===== src/rtl/mem_access_unit_if.sv =====
// mem_access_unit_if: request/response handshake plus data-memory bus for
// the data-memory initiator. "slave" is the unit's view; "master" is the
// environment's view (CPU datapath driving requests, memory returning data).
interface mem_access_unit_if #(
    parameter int ADDR_W = 5,
    parameter int DATA_W = 32
);
    logic              req_valid;
    logic              req_ready;
    logic              req_we;
    logic [31:0]       req_addr;
    logic [DATA_W-1:0] req_wdata;
    logic              rsp_valid;
    logic [DATA_W-1:0] rsp_rdata;
    logic              rsp_err;
    logic              mem_read;
    logic              mem_write;
    logic [ADDR_W-1:0] mem_addr;
    logic [DATA_W-1:0] mem_wdata;
    logic [DATA_W-1:0] mem_rdata;

    modport master (
        output req_valid, req_we, req_addr, req_wdata, mem_rdata,
        input  req_ready, rsp_valid, rsp_rdata, rsp_err,
        input  mem_read, mem_write, mem_addr, mem_wdata
    );

    modport slave (
        input  req_valid, req_we, req_addr, req_wdata, mem_rdata,
        output req_ready, rsp_valid, rsp_rdata, rsp_err,
        output mem_read, mem_write, mem_addr, mem_wdata
    );
endinterface


===== src/rtl/mem_access_unit.sv =====
// mem_access_unit: initiator side of the single-ported data memory.
// Accepts one load/store at a time, drives mem_read/mem_write with a held
// word address, and returns a one-cycle response pulse.
// Optional macro MISALIGN_TRAP_EN: when defined, a byte address with
// nonzero bits [1:0] is rejected like an out-of-range address.
module mem_access_unit #(
    parameter int ADDR_W      = 5,
    parameter int DATA_W      = 32,
    parameter int WAIT_CYCLES = 1
) (
    input  logic                clk,
    input  logic                rst,
    mem_access_unit_if.slave    bus
);
    localparam logic [1:0] IDLE   = 2'd0;
    localparam logic [1:0] ACCESS = 2'd1;
    localparam logic [1:0] RESP   = 2'd2;

    localparam int              CNT_W    = (WAIT_CYCLES > 0) ? $clog2(WAIT_CYCLES + 1) : 1;
    localparam logic [CNT_W-1:0] CNT_LOAD = CNT_W'(WAIT_CYCLES);

    logic [1:0]        state_r;
    logic              we_r;
    logic [CNT_W-1:0]  cnt_r;
    logic              mem_read_r;
    logic              mem_write_r;
    logic [ADDR_W-1:0] mem_addr_r;
    logic [DATA_W-1:0] mem_wdata_r;
    logic              rsp_valid_r;
    logic [DATA_W-1:0] rsp_rdata_r;
    logic              rsp_err_r;

    logic              addr_bad_s;
    logic [ADDR_W-1:0] word_idx_s;

    // Decode the word index and reject addresses outside the memory.
    always_comb begin
        word_idx_s = bus.req_addr[ADDR_W+1:2];
`ifdef MISALIGN_TRAP_EN
        addr_bad_s = (|(bus.req_addr >> (ADDR_W + 2))) || (bus.req_addr[1:0] != 2'b00);
`else
        addr_bad_s = |(bus.req_addr >> (ADDR_W + 2));
`endif
    end

    // Request FSM: IDLE accepts, ACCESS strobes memory, RESP pulses the response.
    always_ff @(posedge clk or posedge rst) begin
        if (rst) begin
            state_r     <= IDLE;
            we_r        <= 1'b0;
            cnt_r       <= {CNT_W{1'b0}};
            mem_read_r  <= 1'b0;
            mem_write_r <= 1'b0;
            mem_addr_r  <= {ADDR_W{1'b0}};
            mem_wdata_r <= {DATA_W{1'b0}};
            rsp_valid_r <= 1'b0;
            rsp_rdata_r <= {DATA_W{1'b0}};
            rsp_err_r   <= 1'b0;
        end else begin
            case (state_r)
                IDLE: begin
                    mem_read_r  <= 1'b0;
                    mem_write_r <= 1'b0;
                    rsp_valid_r <= 1'b0;
                    rsp_err_r   <= 1'b0;
                    if (bus.req_valid) begin
                        we_r  <= bus.req_we;
                        cnt_r <= CNT_LOAD;
                        if (addr_bad_s) begin
                            // Rejected: skip memory, mem_addr/mem_wdata keep last value.
                            state_r     <= RESP;
                            rsp_valid_r <= 1'b1;
                            rsp_err_r   <= 1'b1;
                            rsp_rdata_r <= {DATA_W{1'b0}};
                        end else begin
                            state_r     <= ACCESS;
                            mem_addr_r  <= word_idx_s;
                            mem_wdata_r <= bus.req_wdata;
                            mem_read_r  <= ~bus.req_we;
                            mem_write_r <= bus.req_we;
                        end
                    end else begin
                        state_r <= IDLE;
                    end
                end
                ACCESS: begin
                    if (we_r) begin
                        // Memory commits the write on the edge that ends this cycle.
                        mem_write_r <= 1'b0;
                        mem_read_r  <= 1'b0;
                        state_r     <= RESP;
                        rsp_valid_r <= 1'b1;
                        rsp_err_r   <= 1'b0;
                        rsp_rdata_r <= {DATA_W{1'b0}};
                    end else if (cnt_r == CNT_W'(0)) begin
                        mem_read_r  <= 1'b0;
                        mem_write_r <= 1'b0;
                        state_r     <= RESP;
                        rsp_valid_r <= 1'b1;
                        rsp_err_r   <= 1'b0;
                        rsp_rdata_r <= bus.mem_rdata;
                    end else begin
                        cnt_r <= cnt_r - CNT_W'(1);
                    end
                end
                RESP: begin
                    mem_read_r  <= 1'b0;
                    mem_write_r <= 1'b0;
                    rsp_valid_r <= 1'b0;
                    rsp_err_r   <= 1'b0;
                    state_r     <= IDLE;
                end
                default: begin
                    mem_read_r  <= 1'b0;
                    mem_write_r <= 1'b0;
                    rsp_valid_r <= 1'b0;
                    rsp_err_r   <= 1'b0;
                    state_r     <= IDLE;
                end
            endcase
        end
    end

    assign bus.req_ready = (state_r == IDLE);
    assign bus.rsp_valid = rsp_valid_r;
    assign bus.rsp_rdata = rsp_rdata_r;
    assign bus.rsp_err   = rsp_err_r;
    assign bus.mem_read  = mem_read_r;
    assign bus.mem_write = mem_write_r;
    assign bus.mem_addr  = mem_addr_r;
    assign bus.mem_wdata = mem_wdata_r;
endmodule


===== src/flat_wrapper.sv =====
// flat-port wrapper written by rule: the top's interface ports become plain ports
module mem_access_unit_flat 
#(
    parameter int ADDR_W      = 5,
    parameter int DATA_W      = 32,
    parameter int WAIT_CYCLES = 1
)
  (clk, rst, bus_req_valid, bus_req_we, bus_req_addr, bus_req_wdata, bus_mem_rdata, bus_req_ready, bus_rsp_valid, bus_rsp_rdata, bus_rsp_err, bus_mem_read, bus_mem_write, bus_mem_addr, bus_mem_wdata);
  mem_access_unit_if #(.ADDR_W(ADDR_W), .DATA_W(DATA_W)) bus_i ();
  input  logic clk;
  input  logic rst;
  input wire logic [$bits(bus_i.req_valid)-1:0] bus_req_valid;
  input wire logic [$bits(bus_i.req_we)-1:0] bus_req_we;
  input wire logic [$bits(bus_i.req_addr)-1:0] bus_req_addr;
  input wire logic [$bits(bus_i.req_wdata)-1:0] bus_req_wdata;
  input wire logic [$bits(bus_i.mem_rdata)-1:0] bus_mem_rdata;
  output wire logic [$bits(bus_i.req_ready)-1:0] bus_req_ready;
  output wire logic [$bits(bus_i.rsp_valid)-1:0] bus_rsp_valid;
  output wire logic [$bits(bus_i.rsp_rdata)-1:0] bus_rsp_rdata;
  output wire logic [$bits(bus_i.rsp_err)-1:0] bus_rsp_err;
  output wire logic [$bits(bus_i.mem_read)-1:0] bus_mem_read;
  output wire logic [$bits(bus_i.mem_write)-1:0] bus_mem_write;
  output wire logic [$bits(bus_i.mem_addr)-1:0] bus_mem_addr;
  output wire logic [$bits(bus_i.mem_wdata)-1:0] bus_mem_wdata;
  assign bus_i.req_valid = bus_req_valid;
  assign bus_i.req_we = bus_req_we;
  assign bus_i.req_addr = bus_req_addr;
  assign bus_i.req_wdata = bus_req_wdata;
  assign bus_i.mem_rdata = bus_mem_rdata;
  assign bus_req_ready = bus_i.req_ready;
  assign bus_rsp_valid = bus_i.rsp_valid;
  assign bus_rsp_rdata = bus_i.rsp_rdata;
  assign bus_rsp_err = bus_i.rsp_err;
  assign bus_mem_read = bus_i.mem_read;
  assign bus_mem_write = bus_i.mem_write;
  assign bus_mem_addr = bus_i.mem_addr;
  assign bus_mem_wdata = bus_i.mem_wdata;
  mem_access_unit #(.ADDR_W(ADDR_W), .DATA_W(DATA_W), .WAIT_CYCLES(WAIT_CYCLES)) u_core (.clk(clk), .rst(rst), .bus(bus_i));
endmodule

===== config.mk =====
export PLATFORM = sky130hd
export DESIGN_NAME = mem_access_unit_flat
export DESIGN_NICKNAME = d
export VERILOG_FILES = /design/src/rtl/mem_access_unit_if.sv /design/src/rtl/mem_access_unit.sv /design/src/flat_wrapper.sv
export SDC_FILE = /design/constraint.sdc
export NUM_CORES = 1
export LEC_CHECK = 0
export ABC_AREA = 1
export ABC_CLOCK_PERIOD_IN_PS = 5000
export CAP_MARGIN = 5
export CORE_MARGIN = 2
export CORE_UTILIZATION = 42
export CTS_CLUSTER_DIAMETER = 100
export DETAILED_ROUTE_END_ITERATION = 8
export MAX_ROUTING_LAYER = met4
export PLACE_DENSITY = 0.84
export SLEW_MARGIN = 10
export SYNTH_ARGS = -nofsm -noshare
export SYNTH_HDL_FRONTEND = slang
export SYNTH_SLANG_ARGS = --single-unit

===== constraint.sdc =====
create_clock -name clk -period 5 [get_ports clk]
set_clock_uncertainty 0.05 [all_clocks]
set_input_delay 1 -clock clk [delete_from_list [all_inputs] [get_ports clk]]
set_output_delay 1 -clock clk [all_outputs]
set_load 0.1 [all_outputs]

==> results.tsv <==
stage	metric	value	unit
run_status	status	finished, final reports clean	
clocking	hold_buffers	0	
setup_path	path_max_fanout	5	
setup_path	cp.arrival	2.16	ns
synthesis	syn-num-nets	461	
detailed_routing	postRouteAntennaNets	0	
cells_and_area	areaGrowthSynthToFinish	62.6	%
detailed_routing	first_pass_iters	4	
floorplanning	initial_core_util	0.435	
detailed_routing	drc	0	
setup_path	cp-start-kind	flop	
clocking	cts_setup_buffers	0	
placed_design	dpl_worst_slack	1.52	ns
synthesis	syn_inst	361	
floorplanning	chipWidth	90.7	µm
grt	grt_remaining_overflow	0	
grt	antenna_found_initial	0	
grt	grt_use_total	0.223	
clocking	cts-root-buf	clkbuf_8	
timing	setup_violations	0	
clocking	htree_levels	3	
timing	hold_viol	0	
pwr	powerDensity	296	nW/µm²
clocking	clock_sinks	76	
timing	timing.fmax	311	MHz
timing	setup_ws	1.79	ns
detailed_routing	vias	3066	
grt	grt_pass1_vias	3050	
synthesis	syn_avg_cell_area	8.74	µm²
synthesis	yosysWarnings	0	
timing	fin_crit_sh	0.642	
floorplanning	core-area	7250	µm²
timing	period_needed	3.21	ns
cells_and_area	drive_gt1_frac	0.0533	
setup_path	worstSetupEndpointType	output port	
cells_and_area	num_antenna_cells	0	
detailed_routing	routed_wirelength	8720	µm
floorplanning	num_io_pins	174	
timing	worstMarginPinSlew	1.01	ns
cells_and_area	final_cell_mix	171 x clkdlybuf4s50_1, 154 x nand2_1, 76 x dfrtp_1	
timing	slew_violations	0	
floorplanning	die_area	8220	µm²
clocking	post_cts_resized	0	
clocking	clockBufferDepth	2	
clocking	clk_latency	0.32	ns
cells_and_area	nets	621	
pwr	power.leakage	2.50	nW
min_path	min_path_type	flop to flop	
placed_design	port_buffers	171	
grt	grt_pass1_wl	14500	µm
clocking	clk_pin_slew	0.07	ns
placed_design	gp_congestion	0.716	
synthesis	ys_ff_latch	76	
synthesis	netlist_area	3150	µm²
pwr	max-vdd-ir-drop	0.150	mV
detailed_routing	drt_iter0_drc	88	
floorplanning	die_h	90.7	µm
floorplanning	rows	31	
cells_and_area	fin_util	0.707	
detailed_routing	drt-wirelength-per-cell	14.0	µm
cells_and_area	regArea	1900	µm²
setup_path	crit_type	flop to output port	
synthesis	yosys.cell_types.count	15	
cells_and_area	nFillCells	586	
detailed_routing	via_per_inst	4.91	
placed_design	dp_hpwl	6120	µm
cells_and_area	multiInputGateArea	1100	µm²
clocking	tritoncts.num_buffers	9	
cells_and_area	mostFrequentLayoutCell	clkdlybuf4s50_1	
timing	slew_headroom	0.326	
timing	fin_tns_setup	0	ns
setup_path	required	3.95	ns
synthesis	seq_area_frac_synth	0.603	
clocking	cts_tree	built	
job	cap_violations	0	
timing	grt_setup_unrepaired	no	
grt	grt_max_degree	41	
-- layout make-up --
class / count / share of cell area
inverter: 9 / 0.00683
tap: 99 / 0.0241
multi-input combinational: 252 / 0.215
sequential: 76 / 0.371
clock buffer: 10 / 0.0268
timing repair buffer: 173 / 0.337
clock inverter: 5 / 0.0195
-- metrics by stage --
stage                     instances  cell area [µm²]  hold WS, ns  power, mW
after global routing            624             5130        0.448       1.57
after CTS                       624             5130        0.425       1.53
final                           624             5130        0.420       1.52
after floorplan                 361             3150        0.412      0.860
after detailed placement        609             4890        0.408      0.976
after global placement          609             4890        0.402      0.972
-- synth_stat cells --
| master | instances | share of area |
|---|---|---|
| nor2_2 | 2 | 0.0040 |
| buf_2 | 7 | 0.011 |
| nand3_2 | 1 | 0.0032 |
| or2_2 | 1 | 0.0020 |
| inv_1 | 4 | 0.0048 |
| buf_4 | 4 | 0.0095 |
| nand2_1 | 154 | 0.18 |
| inv_2 | 5 | 0.0060 |
| clkbuf_1 | 13 | 0.015 |
| nand3_1 | 40 | 0.063 |
| nor2_4 | 1 | 0.0036 |
| nor2_1 | 16 | 0.019 |
| nand4_1 | 33 | 0.065 |
| dfrtp_1 | 76 | 0.60 |
| o21ai_1 | 4 | 0.0063 |
-- flip-flops by register name, indices dropped and copies added (netlist names) --
| name | count |
|---|---|
| u_core.bus.mem_addr | 5 |
| u_core.bus.mem_read | 1 |
| u_core.bus.mem_wdata | 32 |
| u_core.bus.mem_write | 1 |
| u_core.bus.rsp_err | 1 |
| u_core.bus.rsp_rdata | 32 |
| u_core.cnt_r | 1 |
| u_core.state_r | 2 |
| u_core.we_r | 1 |
-- cell families after synthesis --
logic type / count (synthesis) / share of synthesized area
AOI/OAI and AO/OA: 4 / 0.00635
DFF: 76 / 0.603
and+or+nand+nor: 248 / 0.344
buffers and inverters: 33 / 0.0468
-- worst paths after layout --
kind,start,to,slack (ns),depth (start not counted)
worst min-delay path,u_core.bus.rsp_rdata[12],u_core.bus.rsp_rdata[12],0.42,2
min in group asynchronous,rst,u_core.bus.rsp_rdata[21],1.00,2
worst max-delay path,u_core.state_r[1],bus_req_ready,1.79,2
worst min register to register,u_core.bus.rsp_rdata[12],u_core.bus.rsp_rdata[12],0.42,2
max in group asynchronous,rst,u_core.bus.mem_wdata[29],2.98,3
worst max register to register,u_core.state_r[1],u_core.bus.rsp_rdata[4],2.61,7
-- power breakdown --
part	total [mW]	switching, mW	internal, mW
Sequential	0.634	0.00987	0.624
Combinational	0.329	0.229	0.100
Clock	0.554	0.213	0.341
Total	1.52	0.451	1.07
-- layer usage --
metal  vias to the layer above  global-route usage  part of all wire
met5                         -                   -                 0
met4                         0              0.0654            0.0083
met3                         8              0.0668             0.095
met2                       128               0.349              0.48
met1                      1439               0.282              0.42
li1                       1491                   -                 -
-- critical path, cell delays in order, from the launching register on --
cell and delay, ns:
dfrtp_1 0.44, nor2_2 0.22, clkdlybuf4s50_1 1.18
Note: power is estimated with default switching activity, not from simulation.
